### src/rtl/lsu_pkg.sv
// Shared funct3 codes, FSM state encoding and request legality check for the load/store unit.
// Pure definitions: no latency, no backpressure.
package lsu_pkg;

  localparam logic [2:0] F3_B  = 3'b000;
  localparam logic [2:0] F3_H  = 3'b001;
  localparam logic [2:0] F3_W  = 3'b010;
  localparam logic [2:0] F3_BU = 3'b100;
  localparam logic [2:0] F3_HU = 3'b101;

  typedef enum logic [1:0] {
    IDLE   = 2'd0,
    ACCESS = 2'd1,
    MERGE  = 2'd2,
    RESP   = 2'd3
  } state_t;

  // Misaligned or unsupported width; unsigned widths exist only for loads.
  function automatic logic req_bad(input logic store, input logic [2:0] f3, input logic [1:0] lo);
    logic bad;
    bad = 1'b1;
    case (f3)
      F3_B:    bad = 1'b0;
      F3_H:    bad = lo[0];
      F3_W:    bad = (lo != 2'b00);
      F3_BU:   bad = store;
      F3_HU:   bad = store | lo[0];
      default: bad = 1'b1;
    endcase
    return bad;
  endfunction

endpackage

### src/rtl/lsu_align.sv
// Lane extract with sign/zero extension for loads, and lane merge for sub-word stores.
// Purely combinational, zero latency; no backpressure.
module lsu_align
  import lsu_pkg::*;
#(
  parameter int XLEN = 32
) (
  input  logic [2:0]      funct3,
  input  logic [1:0]      off,
  input  logic [XLEN-1:0] rdata,
  input  logic [XLEN-1:0] merge,
  input  logic [XLEN-1:0] wdata,
  output logic [XLEN-1:0] load_data,
  output logic [XLEN-1:0] store_data
);

  logic [7:0]  lane_b;
  logic [15:0] lane_h;

  always_comb begin
    lane_b    = rdata[{off, 3'b000} +: 8];
    lane_h    = rdata[{off[1], 4'b0000} +: 16];
    load_data = rdata;
    case (funct3)
      F3_B:    load_data = {{(XLEN-8){lane_b[7]}}, lane_b};
      F3_BU:   load_data = {{(XLEN-8){1'b0}}, lane_b};
      F3_H:    load_data = {{(XLEN-16){lane_h[15]}}, lane_h};
      F3_HU:   load_data = {{(XLEN-16){1'b0}}, lane_h};
      default: load_data = rdata;
    endcase
  end

  // Only the addressed lane is replaced; the rest comes from the word read in ACCESS.
  always_comb begin
    store_data = merge;
    case (funct3[1:0])
      2'b00:   store_data[{off, 3'b000} +: 8] = wdata[7:0];
      2'b01:   store_data[{off[1], 4'b0000} +: 16] = wdata[15:0];
      default: store_data = wdata;
    endcase
  end

endmodule

### src/rtl/lsu_ctrl.sv
// Load/store unit: one access at a time, read-modify-write for SB/SH; LSU_BOUNDS_CHECK_EN faults high address bits.
// Latency accept->resp_valid: fault 1, load/SW 2, SB/SH 3 cycles.
// Backpressure: req_ready only in IDLE; response held in RESP until resp_ready.
module lsu_ctrl
  import lsu_pkg::*;
#(
  parameter int MEM_AW = 6,
  parameter int XLEN   = 32
) (
  input  logic              clk,
  input  logic              rst,
  input  logic              req_valid,
  output logic              req_ready,
  input  logic              req_store,
  input  logic [2:0]        req_funct3,
  input  logic [XLEN-1:0]   req_addr,
  input  logic [XLEN-1:0]   req_wdata,
  output logic              resp_valid,
  input  logic              resp_ready,
  output logic [XLEN-1:0]   resp_rdata,
  output logic              resp_fault,
  output logic [MEM_AW-1:0] mem_addr,
  output logic              mem_load,
  output logic              mem_store,
  output logic [XLEN-1:0]   mem_wdata,
  input  logic [XLEN-1:0]   mem_rdata
);

  state_t              state_q, state_d;
  logic                store_q;
  logic [2:0]          f3_q;
  logic [MEM_AW+1:0]   addr_q;
  logic [XLEN-1:0]     wdata_q;
  logic [XLEN-1:0]     merge_q;
  logic [XLEN-1:0]     rdata_q;
  logic                fault_q;
  logic                accept;
  logic                oob;
  logic                req_fault;
  logic [XLEN-1:0]     load_ext;
  logic [XLEN-1:0]     merged;
  logic                unused_addr;

  assign accept      = req_valid & req_ready;
  assign unused_addr = ^req_addr[XLEN-1:MEM_AW+2];

`ifdef LSU_BOUNDS_CHECK_EN
  assign oob = |req_addr[XLEN-1:MEM_AW+2];
`else
  assign oob = 1'b0;
`endif

  assign req_fault = oob | req_bad(req_store, req_funct3, req_addr[1:0]);

  lsu_align #(.XLEN(XLEN)) u_align (
    .funct3     (f3_q),
    .off        (addr_q[1:0]),
    .rdata      (mem_rdata),
    .merge      (merge_q),
    .wdata      (wdata_q),
    .load_data  (load_ext),
    .store_data (merged)
  );

  // Memory strobes depend on state_q only, so an async reset kills them at once.
  always_comb begin
    state_d    = state_q;
    req_ready  = 1'b0;
    resp_valid = 1'b0;
    mem_load   = 1'b0;
    mem_store  = 1'b0;
    mem_wdata  = '0;
    case (state_q)
      IDLE: begin
        req_ready = 1'b1;
        if (req_valid) state_d = req_fault ? RESP : ACCESS;
      end
      ACCESS: begin
        if (!store_q) begin
          mem_load = 1'b1;
          state_d  = RESP;
        end else if (f3_q == F3_W) begin
          mem_store = 1'b1;
          mem_wdata = wdata_q;
          state_d   = RESP;
        end else begin
          mem_load = 1'b1;
          state_d  = MERGE;
        end
      end
      MERGE: begin
        mem_store = 1'b1;
        mem_wdata = merged;
        state_d   = RESP;
      end
      RESP: begin
        resp_valid = 1'b1;
        if (resp_ready) state_d = IDLE;
      end
      default: state_d = IDLE;
    endcase
  end

  always_ff @(posedge clk or negedge rst) begin
    if (!rst) begin
      state_q <= IDLE;
      store_q <= 1'b0;
      f3_q    <= 3'b000;
      addr_q  <= '0;
      wdata_q <= '0;
      merge_q <= '0;
      rdata_q <= '0;
      fault_q <= 1'b0;
    end else begin
      state_q <= state_d;
      if (accept) begin
        store_q <= req_store;
        f3_q    <= req_funct3;
        addr_q  <= req_addr[MEM_AW+1:0];
        wdata_q <= req_wdata;
        fault_q <= req_fault;
        rdata_q <= '0;
      end
      if (state_q == ACCESS && !store_q) rdata_q <= load_ext;
      if (state_q == ACCESS && store_q)  merge_q <= mem_rdata;
    end
  end

  assign mem_addr   = addr_q[MEM_AW+1:2];
  assign resp_rdata = (state_q == RESP) ? rdata_q : '0;
  assign resp_fault = (state_q == RESP) & fault_q;

endmodule
### config.mk
export PLATFORM = sky130hd
export DESIGN_NAME = lsu_ctrl
export DESIGN_NICKNAME = d
export VERILOG_FILES = /design/src/rtl/lsu_pkg.sv /design/src/rtl/lsu_align.sv /design/src/rtl/lsu_ctrl.sv
export SDC_FILE = /design/constraint.sdc
export NUM_CORES = 1
export LEC_CHECK = 0
export ABC_CLOCK_PERIOD_IN_PS = 2870
export BUFFER_PORTS_ARGS = -buffer_cell sky130_fd_sc_hd__clkbuf_2
export CORE_ASPECT_RATIO = 0.7
export CORE_MARGIN = 2
export CORE_UTILIZATION = 50
export DETAILED_ROUTE_END_ITERATION = 8
export GPL_TIMING_DRIVEN = 0
export PLACE_DENSITY = 0.79
export SETUP_SLACK_MARGIN = 0.3
export SYNTH_ARGS = -nofsm -noshare
export SYNTH_HDL_FRONTEND = slang
export SYNTH_HIERARCHICAL = 1
export SYNTH_SLANG_ARGS = --single-unit
### constraint.sdc
create_clock -name clk -period 2.87 [get_ports clk]
set_input_delay 0.287 -clock clk [delete_from_list [all_inputs] [get_ports clk]]
set_output_delay 0.287 -clock clk [all_outputs]
set_load 0.02 [all_outputs]
=== Word-level counts from Yosys, hierarchy flattened ===
Cells that the tools add are included.

* Input port bits: 104
* Register bits after elaboration: 111
* Output and inout port bits: 75
* Word-level logic and storage cells: 68

* Eq/ne operators: 14
* Bitwise gates (word level): 3
* Shift operators: 6
* Muxes and demuxes: 25
* Reduce and logical (&&, ||, !) cells: 10
* Add/subtract/negate cells: 2

{| class="wikitable"
|+ Operators by type and width
! cell !! count
|-
| 2-to-1 mux 32 bit || 5
|-
| one-hot mux 32 bit (2 select lines) || 2
|-
| one-hot mux 32 bit (4 select lines) || 1
|-
| bitwise mux 32 bit || 2
|-
| variable shift 16 x 7 -> 32 bit, first input constant || 1
|-
| variable shift 8 x 7 -> 32 bit, first input constant || 1
|-
| variable part select 16 x 7 -> 32 bit || 1
|-
| variable part select 32 x 6 -> 16 bit || 1
|-
| variable part select 32 x 6 -> 8 bit || 1
|-
| variable part select 8 x 7 -> 32 bit || 1
|-
| negator 5 -> 7 bit || 2
|-
| equality test 3 bit, second input constant || 4
|-
| 2-to-1 mux 1 bit || 9
|-
| one-hot mux 2 bit (4 select lines) || 1
|-
| equality test 3 x 1 -> 1 bit, second input constant || 2
|-
| equality test 3 x 2 -> 1 bit, second input constant || 2
|-
| logical NOT 3 bit || 2
|-
| 2-to-1 mux 2 bit || 3
|-
| one-hot mux 1 bit (5 select lines) || 1
|-
| equality test 2 x 1 -> 1 bit, second input constant || 2
|-
| equality test 2 bit, second input constant || 2
|-
| logical NOT 2 bit || 2
|-
| inequality test 2 bit, second input constant || 2
|-
| nonzero test 2 bit || 2
|-
| other kinds (6) || 8
|}

=== Depth between registers and ports, before layout ===
* Depth after elaboration: 5
* Mapped depth: 10
* Gate-level depth less buffers: 7

=== Modules after synthesis ===
The synthesis kept the hierarchy.

{| class="wikitable"
|+ By module, submodules not included
! module !! area each (sq um) !! cells an instance !! instances !! sequential area each (sq um)
|-
| lsu_ctrl || 5,323.9 || 384 || 1 || 2,777.7
|-
| lsu_align || 1,646.6 || 245 || 1 || 0.0
|}

=== Least setup slack after synthesis ===
OpenSTA, ideal clock, no wires.

* Path kind: flip-flop to output port
* From: reg addr_q[1]
* To: out mem_wdata[24]
* Data arrival time: 2.576 ns
* Buffers on the path: 3
* Data required time: 2.583 ns
* Cell stages (with the launch flop): 11
* Setup slack: 0.007 ns
* Path through: dfrtp_1 -> buf_2 -> buf_2 -> inv_1 -> ha_1 -> nor4_1 -> and4_1 -> clkbuf_1 -> a221o_1 -> a32oi_1 -> nor2b_1

* Cells in the longest elaborated chain, start to end: 5
* Elaborated cells on any way between the ends: 10
* Those cells by class: add/sub: 2; shift: 4; mux: 4

{| class="wikitable"
|+ Ends and longest elaborated chain
! what !! line !! RTL
|-
| from (decl) || lsu_ctrl.sv:32 || <nowiki>logic [MEM_AW+1:0] addr_q;</nowiki>
|-
| from (signal assigned) || lsu_ctrl.sv:119 || <nowiki>addr_q <= req_addr[MEM_AW+1:0];</nowiki>
|-
| negator 5 -> 7 bit, on equally long branches || lsu_align.sv:38, lsu_align.sv:37 ||
|-
| variable part select 16 x 7 -> 32 bit, or another cell as far along || lsu_align.sv:38 || <nowiki>2'b01: store_data[{off[1], 4'b0000} +: 16] = wdata[15:0];</nowiki>
|-
| bitwise mux 32 bit, on equally long branches || lsu_align.sv:38, lsu_align.sv:37 ||
|-
| one-hot mux 32 bit (2 select lines) (*) || lsu_align.sv:36 || <nowiki>case (funct3[1:0])</nowiki>
|-
| via merged[24] || lsu_ctrl.sv:41 || <nowiki>logic [XLEN-1:0] merged;</nowiki>
|-
| one-hot mux 32 bit (2 select lines) (*) || lsu_ctrl.sv:73 || <nowiki>case (state_q)</nowiki>
|-
| to (decl) || lsu_ctrl.sv:25 || <nowiki>output logic [XLEN-1:0] mem_wdata,</nowiki>
|}

Mark *: on every way through the listed nets, which the timed path passes. The rest lies on a longest branch.

=== Worst setup path in the final report ===
* From: reg addr_q[1]
* To: out mem_wdata[27]

Same word-level chain as after synthesis.

==> flow_summary_export.csv <==
group,metric,value,unit
global_route,grt_pass1_wl,35070,µm
synthesis,synth_warnings,6,
timing,relSlewSlack,41.17,%
timing,holdWs,0.04247,ns
synthesis,ys_ff_latch,111,
routing,antenna_left,0,
placed_design,place_hpwl,16920,µm
setup_path,r2r_slack,0.48,ns
synthesis,ys_seq_area_share,39.85,%
pwr,leakage,4.181,nW
synthesis,synth-edff-count,0,
placed_design,dpl.cell_count,973,
synthesis,syn_inst,629,
setup_path,max_stage_delay,0.40,ns
cells_and_area,post-route-util,64.51,%
setup_path,path_cells,"buf_12 > buf_4 > buf_4 > buf_2 > mux2i_1 > o21ai_0 > a221o_1 > a32oi_2 > nor2b_2 > clkbuf_8",
cts,postCtsHoldBufs,0,
cells_and_area,nNetsFinal,920,
cells_and_area,layout_common_cells,"clkbuf_2 (133), dfrtp_1 (109), nand2_1 (59)",
cells_and_area,regArea,2780,µm²
global_route,grt_pass1_vias,6157,
setup_path,cp-start-kind,"flip-flop",
global_route,overflow,0,
synthesis,synth.avg_cell_area,11.08,µm²
setup_path,required,2.58,ns
routing,routed_wl,23170,µm
synthesis,yosys.area.top_type_share,39.85,%
pwr,power_density,1307,nW/µm²
timing,fin_crit,2.921,ns
global_route,antenna_found_initial,0,
synthesis,synth-async-reset-ratio,100.0,%
cells_and_area,final_cell_count_no_fill,998,
setup_path,crit_arrival,2.63,ns
cells_and_area,fillers,1123,
global_route,grtUsageTotal,30.97,%
cts,cts_max_path_buffers,2,
cts,cts_inserted_buffers,9,
timing,max_freq,342.4,MHz
cells_and_area,multiInputGateArea,4063,µm²
cts,cts_tree,"yes",
cts,cts_sinks,111,
synthesis,synth.largest_area_cell,"dfrtp_1",
die,dieHeight,102.8,µm
setup_path,crit_type,"reg -> out",
cts,insertion_delay,0.37,ns
timing,slew_violations,0,
pwr,p_total,11.62,mW
routing,firstDrtPassIters,6,
cells_and_area,layout_commonest_cell,"clkbuf_2",
placed_design,port_buffers,154,
routing,wl_per_cell,23.22,µm
routing,via_count,6272,
pwr,ir_drop,0.0006776,V
die,fp.coreArea,13780,µm²
cells_and_area,diodes,0,
setup_path,crit_path_frequent_cell,"buf_4",
run,maxCapViolations,0,
timing,layout_setup_ws,-0.05098,ns
cells_and_area,final_cell_area,8891,µm²
setup_path,crit_family,"buffers and inverters",
synthesis,ys.flop_type,"dfrtp_1",
synthesis,synth_nets,743,
timing,timing.final.crit_share,101.8,%
min_path,min_path_type,"in -> async",
timing,worstMarginPinSlew,0.8825,ns
routing,first_iter_violations,737,
die,start_util,50.57,%
timing,rsz0062_at_grt,"true",
die,die_area,14920,µm²
placed_design,place_area,8029,µm²
status,violations,"negative setup slack",
synthesis,syn_area,6970,µm²
cts,h-tree-depth,3,
cts,cts-root-buf,"clkbuf_16",
die,rows,36,
status,status,"complete, but fails checks",
cells_and_area,syn_to_final_growth,27.55,%
cells_and_area,drive_above_1_share,45.54,%
setup_path,crit_buf_inv,5,
setup_path,critPathCaptureType,"output port",
routing,drc,0,
placed_design,gp_congestion,0.9613,
cts,clk_pin_slew,0.08,ns
die,die_w,145.1,µm
synthesis,ys_types,56,
die,io_pins,179,
synthesis,synth_area_leaders,"dfrtp_1 (40%), mux2_4 (10%), a22o_1 (5.0%)",
timing,setup_violations,2,
setup_path,cp_slowest_cell,"dfrtp_2",
timing,hold_viol,0,
global_route,grt_max_degree,112,
setup_path,cp_max_fo,10,
routing,avgViaCountPerCell,6.285,
timing,clock_skew,0.008601,ns
[worst register-to-register path: cells and delay by family, from the launching register on]
kind / cells / cell delay, ns
flops: 1 / 0.51
buf+inv: 2 / 0.77
compound gates: 2 / 0.42
simple gates: 2 / 0.58
[through the flow]
step	setup WS, ns	setup TNS, ns
final	-0.05098	-0.05268
after global placement	-0.4260	-7.834
after floorplan	0.3025	0
after global routing	-0.1186	-1.036
after detailed placement	-0.4562	-9.127
after CTS	0.001990	0
[area by class of cell]
class                           instances  area share, %
Multi-Input combinational cell        449          45.69
Sequential cell                       111          31.27
Timing Repair Buffer                  166          11.54
Buffer                                 59          5.038
Clock buffer                           12          2.885
Tap cell                              190          2.674
Inverter                               10         0.5629
Clock inverter                          1         0.3377
[kinds of logic (layout without fill, tap and decap cells)]
family                     Yosys count  after routing  synth area share [%]
adders and majority gates           10             10                 1.795
muxes                               97             97                 18.04
DFF                                111            111                 39.85
AOI/OAI and AO/OA                  166            166                 20.30
and+or+nand+nor                    176            176                 13.97
buffers and inverters               69            248                 6.049
[worst paths after layout]
path,start,to,depth (start not counted)
worst max-delay path,addr_q[1],mem_wdata[27],10
worst min-delay path,rst,wdata_q[21],1
worst max register to register,f3_q[1],rdata_q[11],6
worst min register to register,rdata_q[15],rdata_q[15],1
max in group asynchronous,rst,addr_q[0],1
min in group clk,req_wdata[27],wdata_q[27],2
[metal layers]
layer | track usage (%) | up-vias | routed length [µm]
li1 | - | 2712 | -
met1 | 43.34 | 3123 | 10140
met2 | 47.55 | 400 | 10110
met3 | 10.22 | 37 | 2625
met4 | 6.561 | 0 | 294
met5 | 0 | - | 0
[timing repair]
action	in CTS	in global routing
pin swaps	30	35
endpoints found under the setup margin	32	33
buffers inserted	7	4
cloned	1	0
resized for setup	69	63
[flip-flops by register name, indices dropped and copies added (netlist names)]
| name | cells |
|---|---|
| state_q | 2 |
| addr_q | 8 |
| store_q | 1 |
| merge_q | 32 |
| fault_q | 1 |
| wdata_q | 32 |
| rdata_q | 32 |
| f3_q | 3 |
[synth_stat cells (all sizes together) (2+ instances only)]
cell / instances
nand2: 60
nor3: 2
clkbuf: 17
inv: 9
a221o: 15
a21oi: 4
o211ai: 8
o221ai: 9
o21ai: 11
dfrtp: 111
a32oi: 32
nor3b: 2
mux2: 78
buf: 42
o21a: 7
mux2i: 18
o31ai: 2
nand3: 6
a211oi: 22
ha: 10
and2: 37
nor4: 3
nor2: 5
a41oi: 9
a22o: 40
nand3b: 2
nor2b: 49
nand2b: 4
or2: 2
[report_power, final]
| part | total [mW] | internal, mW | leakage (nW) | switching, mW |
|---|---|---|---|---|
| sequential | 3.11 | 2.31 | 1.35 | 0.796 |
| combinational | 7.24 | 3.40 | 2.69 | 3.84 |
| clock | 1.28 | 0.711 | 0.141 | 0.566 |
(Power assumes the default switching activity.)
